--- src/rtl/fp_mul_pkg.sv ---
// Shared constants and types for the floating-point multiply path.
package fp_mul_pkg;

   // Significand width of IEEE-754 single precision, hidden bit included.
   localparam int MANT_W = 24;

   // Width of the exact significand product.
   localparam int PROD_W = 2 * MANT_W;

   // Control states of the sequential significand multiplier.
   typedef enum logic [1:0] {
      IDLE = 2'd0,
      RUN  = 2'd1,
      DONE = 2'd2
   } mul_state_e;

endpackage : fp_mul_pkg

--- src/rtl/full_adder.sv ---
// Single-bit full adder cell, the building block of the ripple-carry adder.
module full_adder (
   input  logic a,
   input  logic b,
   input  logic c_in,
   output logic sum,
   output logic c_out
);

   assign sum   = a ^ b ^ c_in;
   assign c_out = (a & b) | (c_in & (a ^ b));

endmodule : full_adder

--- src/rtl/ripple_carry_adder.sv ---
// WIDTH-bit ripple-carry adder with carry-in tied to zero and carry-out exposed.
module ripple_carry_adder #(
   parameter int WIDTH = 24
) (
   input  logic [WIDTH-1:0] a,
   input  logic [WIDTH-1:0] b,
   output logic [WIDTH-1:0] sum,
   output logic             c_out
);

   // carry[i] feeds bit i; carry[WIDTH] is the final carry-out.
   logic [WIDTH:0] carry;

   assign carry[0] = 1'b0;

   for (genvar i = 0; i < WIDTH; i++) begin : g_bit
      full_adder u_fa (
         .a     (a[i]),
         .b     (b[i]),
         .c_in  (carry[i]),
         .sum   (sum[i]),
         .c_out (carry[i+1])
      );
   end

   assign c_out = carry[WIDTH];

endmodule : ripple_carry_adder

--- src/rtl/mant_seq_multiplier.sv ---
// Sequential shift-and-add multiplier for floating-point significands.
// One multiplier bit is retired per clock; the exact 2*WIDTH-bit product is
// presented in DONE and held until the downstream handshake completes.
module mant_seq_multiplier
   import fp_mul_pkg::*;
#(
   parameter int WIDTH = MANT_W
) (
   input  logic                 clk,
   input  logic                 rst,
   input  logic                 in_valid,
   output logic                 in_ready,
   input  logic [WIDTH-1:0]     a,
   input  logic [WIDTH-1:0]     b,
   output logic                 out_valid,
   input  logic                 out_ready,
   output logic [2*WIDTH-1:0]   product
);

   localparam int CNT_W = $clog2(WIDTH);
   localparam logic [CNT_W-1:0] LAST_CNT = CNT_W'(WIDTH - 1);

   mul_state_e       state_q, state_d;
   logic [WIDTH-1:0] mcand_q, mcand_d;
   logic [WIDTH-1:0] mplr_q, mplr_d;
   logic [WIDTH-1:0] acc_hi_q, acc_hi_d;
   logic [WIDTH-1:0] acc_lo_q, acc_lo_d;
   logic [CNT_W-1:0] cnt_q, cnt_d;

   // Partial-product add: acc_hi plus the multiplicand gated by the current
   // multiplier bit. The carry-out becomes the new top bit after the shift.
   logic [WIDTH-1:0] addend;
   logic [WIDTH-1:0] sum;
   logic             sum_c;

   assign addend = mplr_q[0] ? mcand_q : '0;

   ripple_carry_adder #(
      .WIDTH (WIDTH)
   ) u_rca (
      .a     (acc_hi_q),
      .b     (addend),
      .sum   (sum),
      .c_out (sum_c)
   );

   // Next-state, datapath update and handshake decode.
   // NOTE: every signal written here gets a default first so no path through
   // the case statement can leave one unassigned and infer a latch.
   always_comb begin
      state_d   = state_q;
      mcand_d   = mcand_q;
      mplr_d    = mplr_q;
      acc_hi_d  = acc_hi_q;
      acc_lo_d  = acc_lo_q;
      cnt_d     = cnt_q;
      in_ready  = 1'b0;
      out_valid = 1'b0;

      case (state_q)
         IDLE: begin
            in_ready = 1'b1;
            if (in_valid) begin
               state_d  = RUN;
               mcand_d  = a;
               mplr_d   = b;
               acc_hi_d = '0;
               acc_lo_d = '0;
               cnt_d    = '0;
            end
         end

         RUN: begin
            // {carry, sum, acc_lo} shifted right by one: the bit leaving
            // sum[0] is a finished low-order product bit.
            acc_hi_d = {sum_c, sum[WIDTH-1:1]};
            acc_lo_d = {sum[0], acc_lo_q[WIDTH-1:1]};
            mplr_d   = mplr_q >> 1;
            cnt_d    = cnt_q + CNT_W'(1);
            if (cnt_q == LAST_CNT) begin
               state_d = DONE;
            end
         end

         DONE: begin
            out_valid = 1'b1;
            if (out_ready) begin
               state_d = IDLE;
            end
         end

         default: begin
            state_d = IDLE;
         end
      endcase
   end

   // State and datapath registers with synchronous reset.
   // NOTE: the datapath registers are reset too, not just the FSM, because
   // product is driven straight from the accumulator and must read 0 after reset.
   // NOTE: non-blocking assignments so every flop samples the pre-edge values.
   always_ff @(posedge clk) begin
      if (rst) begin
         state_q  <= IDLE;
         mcand_q  <= '0;
         mplr_q   <= '0;
         acc_hi_q <= '0;
         acc_lo_q <= '0;
         cnt_q    <= '0;
      end else begin
         state_q  <= state_d;
         mcand_q  <= mcand_d;
         mplr_q   <= mplr_d;
         acc_hi_q <= acc_hi_d;
         acc_lo_q <= acc_lo_d;
         cnt_q    <= cnt_d;
      end
   end

   assign product = {acc_hi_q, acc_lo_q};

endmodule : mant_seq_multiplier

--- config.mk ---
export PLATFORM = sky130hd
export DESIGN_NAME = mant_seq_multiplier
export DESIGN_NICKNAME = d
export VERILOG_FILES = /design/src/rtl/fp_mul_pkg.sv /design/src/rtl/full_adder.sv /design/src/rtl/ripple_carry_adder.sv /design/src/rtl/mant_seq_multiplier.sv
export SDC_FILE = /design/constraint.sdc
export NUM_CORES = 1
export LEC_CHECK = 0
export CORE_ASPECT_RATIO = 1.75
export CORE_UTILIZATION = 23
export DETAILED_ROUTE_END_ITERATION = 16
export SYNTH_ARGS = -nofsm -noshare
export SYNTH_HDL_FRONTEND = slang
export SYNTH_SLANG_ARGS = --single-unit
--- constraint.sdc ---
create_clock -name clk -period 18.15 [get_ports clk]
set_input_delay 3.63 -clock clk [delete_from_list [all_inputs] [get_ports clk]]
set_output_delay 3.63 -clock clk [all_outputs]
set_load 0.01 [all_outputs]
# Yosys cells after proc, flatten, opt, wreduce, memory -nomap -nowiden
# Index checks and enable logic that the tools add are counted.
# classes
n_eq_ne	6
addsub	1
reduce_logical	5
bitwise	117
muxes	14
# op_table
operator	count
24-bit one-hot mux with 2 select lines	3
24-bit 2-to-1 mux	3
1-bit bitwise AND	47
1-bit XOR	47
1-bit bitwise OR	23
5-bit one-hot mux with 2 select lines	1
2-bit 2-to-1 mux	3
2-bit != test (second input constant)	3
2-bit one-hot mux with 3 select lines	1
5-bit by 1-bit adder with 5-bit output (second input constant)	1
5-bit == test (second input constant)	1
5-bit 2-to-1 mux	1
2-bit AND reduction	2
3-bit AND reduction	1
2-bit by 1-bit == test with 1-bit output (second input constant)	1
2-bit == test (second input constant)	1
2-bit logical NOT	1
1-bit 2-to-1 mux	2
2-bit nonzero test	1
# word_totals
ff_bits	103
in_bits	52
output_inout_bits	50

# Longest topological paths before layout
# logic_depth
word_depth	49
mapped_depth	31

# Modules after synthesis
# A second synthesis with hierarchy kept.
# unflattened
cells_unflattened	543
area_unflattened_um2	4699.5
# by_module_without_submodules
mod	n_inst	cells_each	area_each_um2
mant_seq_multiplier	1	518	4215.3
full_adder	24	1	20.0
ripple_carry_adder	1	1	3.8

# Worst setup path after synthesis
# OpenSTA, ideal clock, no wires.
# synth_timing
path_kind	register to register
start	register mplr_q[0]
end	register acc_hi_q[22]
path_stages_with_launch	31
setup_slack_ns	7.465
n_path_buf	2
arrival_ns	10.553
required_time_ns	18.018
synth_period_minus_slack_ns	10.685
setup_ns	0.132
cell_sequence	dfxtp_1 clkbuf_1 clkbuf_1 nand2_1 fa_1 fa_1 fa_1 fa_1 fa_1 fa_1 fa_1 fa_1 fa_1 fa_1 fa_1 fa_1 fa_1 fa_1 fa_1 fa_1 fa_1 fa_1 fa_1 fa_1 fa_1 inv_1 fa_1 inv_1 fa_1 nand2b_1 a21oi_1
# synth_between
elab_chain_len	48
# synth_lines
element	line	rtl
start, declared	mant_seq_multiplier.sv:25	logic [WIDTH-1:0] mplr_q, mplr_d;
start signal, assigned	mant_seq_multiplier.sv:113	mplr_q <= mplr_d;
24-bit 2-to-1 mux *	mant_seq_multiplier.sv:36	assign addend = mplr_q[0] ? mcand_q : '0;
1-bit bitwise AND or 1-bit XOR (tied branches)	full_adder.sv:11	assign c_out = (a & b) | (c_in & (a ^ b));
1-bit bitwise AND	full_adder.sv:11	
1-bit bitwise OR	full_adder.sv:11	
1-bit bitwise AND	full_adder.sv:11	
1-bit bitwise OR	full_adder.sv:11	
1-bit bitwise AND	full_adder.sv:11	
1-bit bitwise OR	full_adder.sv:11	
[32 not listed]	-	
1-bit bitwise AND	full_adder.sv:11	
1-bit bitwise OR	full_adder.sv:11	
1-bit bitwise AND	full_adder.sv:11	
1-bit bitwise OR	full_adder.sv:11	
1-bit bitwise AND	full_adder.sv:11	
1-bit bitwise OR	full_adder.sv:11	
1-bit XOR *	full_adder.sv:10	assign sum = a ^ b ^ c_in;
24-bit one-hot mux with 2 select lines *	mant_seq_multiplier.sv:60	case (state_q)
end signal, assigned	mant_seq_multiplier.sv:114	acc_hi_q <= acc_hi_d;
end, declared	mant_seq_multiplier.sv:26	logic [WIDTH-1:0] acc_hi_q, acc_hi_d;
# Mark *: on every way between the ends. The rest lies on a longest branch, timed or not.
# A chain may end at the register's enable or synchronous reset.

# Worst setup path after layout
# Same ends and word-level chain as after synthesis.

==> results.md <==
- Status: finished, violations left
- Failing checks: design-rule violations
- Slowest CP cell: dfxtp_1
- Buffers added on ports: between 100 and 150
- Worst Setup SP: mplr_q[0]
- PD cells: 86.68 mW/mm^2
- Worst slew margin: 22.56%
- Vias: 3,944
- R2R cell count: 30
- DRT Wirelength: 12.64 mm
- Most frequent cells in the layout: dfxtp_1, nand2_1, clkdlybuf4s50_1, a21oi_1, nand3_1
- Setup Fix Bufs, Post-CTS: 0
- Peak VDD IR: 0.03876 mV
- Pin count of the biggest net entering global routing: between 100 and 150
- Critical Path RT: 18.34 ns
- Seq/Total Area, Yosys: 42.20%
- # Max-Cap Violations: 0
- RSZ-0062 raised after global routing: no
- Fill cells: around 2,200
- Pre-CTS setup slack: 6.589 ns
- Worst-margin pin slew: 1.162 ns
- Register bit total from synthesis: 103
- HPWL Detailed: around 8.3 mm
- Fin. Hold Viols: 0
- TritonCTS Buffers: 9
- Core Area: 0.02085 sq mm
- Cell count after synthesis: 580
- FP Rows: 70
- Cell Area, Synth: 0.004886 sq mm
- R2R Setup Slk: 6.73 ns
- DRT antenna net count: 0
- Max FO, Critical Path: 25
- Drt wl/cell: 14.39 microns
- Most used cell, CP: fa_1
- Async S/R FF share, synth: 0%
- Final Critical Period: ~11 ns
- Post-CTS sizing: 0
- Drt first-iter violations: just over 200
- Crit path kind: register to register
- YS warnings: 0
- Post-Place Cells: 862
- # hold bufs at CTS: 0
- Post-synth EDFFs: 0
- Area growth, synth to finish: 26.22%
- Setup tns final: 0 ns
- Achievable Freq: about 90 MHz
- Initial antenna violation count: 1
- Die area: 0.02185 sq mm
- Final net count: between 600 and 700
- Initial core utilization: 23.44%
- Yosys cell types: 35
- All-layer global routing usage: 12.18%
- Chip width: approximately 110 microns
- Remaining Overflow, GRT: 0
- Ys flop type: dfxtp_1
- I/O Pins: 102
- Setup crit end kind: register
- Max Slew Vio Count: 0
- Vias in the first global route: a little under 4,000
- Proportion of layout cells with a drive suffix above 1: around 4.8%
- First-pass GRT wire length: 20.50 mm
- Crit-path max cell delay: 0.88 ns
- DR vias/cell: 4.492
- Reg2reg end: acc_hi_q[22]
- Period utilization: 62.93%
- Hold crit path type: register to register
- Gpl congestion: 0.7312
- Drc violations: 6
- Number of buffers on the longest clock path: 2
- Skew final: 0.007588 ns
- Most common cell after layout, fill and taps aside: dfxtp_1
- Syn avg cell area: 8.424 sq um
- Non-filler cells, final: 878
- CTS clock-pin slew for the worst setup and hold paths: roughly 0.07 ns
- Setup violators final: 0
- Leakage: 1.903 nW
- Root buffer cell: clkbuf_16
- CTS Sinks: 103
- Startpoint types: register
- Worst skew pair latency: 0.35 ns
- Depth of the CTS H-tree: 3
- RR Startpoint: mplr_q[0]
- Syn_nets: 657
- CP Data Arrival Time: ~12 ns
- TritonCTS clock tree: built
- Die Y: 194.8 microns
- Critical Path Sink: acc_hi_q[22]
- Worst path setup slack after routing: 6.729 ns
- First drt pass iteration count: 10
[where the power goes]
| group | switching, mW | total (mW) | internal [mW] | leakage, nW |
|---|---|---|---|---|
| logic | 0.0315 | 0.0543 | 0.0227 | 0.890 |
| registers | 0.00782 | 0.243 | 0.236 | 0.840 |
| clock network | 0.0882 | 0.237 | 0.149 | 0.173 |
[worst max-delay path, delay by kind of cell (launching register included)]
kind	cells	cell delay, ns
DFF	1	0.88
buffers and inverters	3	0.19
AOI/OAI and AO/OA	1	0.07
and+or+nand+nor	2	0.32
adders and majority gates	24	9.79
[registers in the layout (all words and copies together) (netlist names)]
name and flops:
mplr_q 24, cnt_q 5, acc_hi_q 24, acc_lo_q 24, state_q 2, mcand_q 24
[worst min path at each step]
stage | start | to | slack [ns] | depth (start not counted)
after floorplan | mcand_q[0] | mcand_q[0] | 0.43 | 2
after global placement | mcand_q[0] | mcand_q[0] | 0.44 | 2
after detailed placement | mcand_q[0] | mcand_q[0] | 0.45 | 2
after CTS | mcand_q[0] | mcand_q[0] | 0.46 | 2
after global routing | mcand_q[2] | mcand_q[2] | 0.47 | 2
final | mcand_q[0] | mcand_q[0] | 0.45 | 2
[routing by layer]
layer / track usage (%) / vias up / wire length [microns]
met1: 13.51 / 1885 / 5198
met3: 1.840 / 18 / 365
li1: - / 1977 / -
met2: 21.90 / 64 / 6750
met5: 0 / - / 0
met4: 6.914 / 0 / 322
[kinds of logic (layout without fill, tap and decap cells)]
logic type	Yosys count	after routing	share of synthesized area, %
and+or+nand+nor	226	226	21.59
AOI/OAI and AO/OA	123	123	14.88
DFF	103	103	42.20
buffers and inverters	101	146	10.93
adders and majority gates	25	25	9.936
muxes	2	2	0.4609
other	0	1	0
[Yosys cell counts (2+ instances only)]
master	count	area share (%)
and2_1	2	0.26
a21oi_1	77	7.9
buf_2	18	1.8
fa_1	23	9.4
nand2b_1	24	3.1
nor4_1	2	0.26
inv_1	28	2.2
clkbuf_1	23	1.8
or2b_1	2	0.31
nand3_1	44	4.5
a211oi_1	21	3.2
buf_4	25	3.8
dfxtp_1	103	42
nand3_2	6	1.2
nand2_1	100	7.7
o2bb2ai_1	6	1.1
mux2_2	2	0.46
buf_6	5	1.2
nor2_1	38	2.9
ha_1	2	0.51
o22ai_1	15	1.9
[layout make-up]
class / count / area [sq um] / share of cell area [%]
Sequential cell: 103 / 2062 / 33.43
Antenna cell: 1 / 2.502 / 0.04058
Inverter: 28 / 105.1 / 1.704
Timing Repair Buffer: 103 / 1023 / 16.60
Tap cell: 252 / 315.3 / 5.113
Clock inverter: 5 / 128.9 / 2.090
Clock buffer: 10 / 229.0 / 3.713
Multi-Input combinational cell: 376 / 2301 / 37.31
[per-stage QoR]
stage	utilization (%)	area, sq um	hold WS [ns]	power [mW]
floorplan	-	4886	0.4317	0.2831
global placement	27.86	5807	0.4399	0.3036
detailed placement	27.86	5807	0.4462	0.3043
CTS	29.57	6165	0.4558	0.5438
global route	29.59	6167	0.4742	0.5589
finish	29.59	6167	0.4523	0.5346
Power figures use the tool's default switching activity.
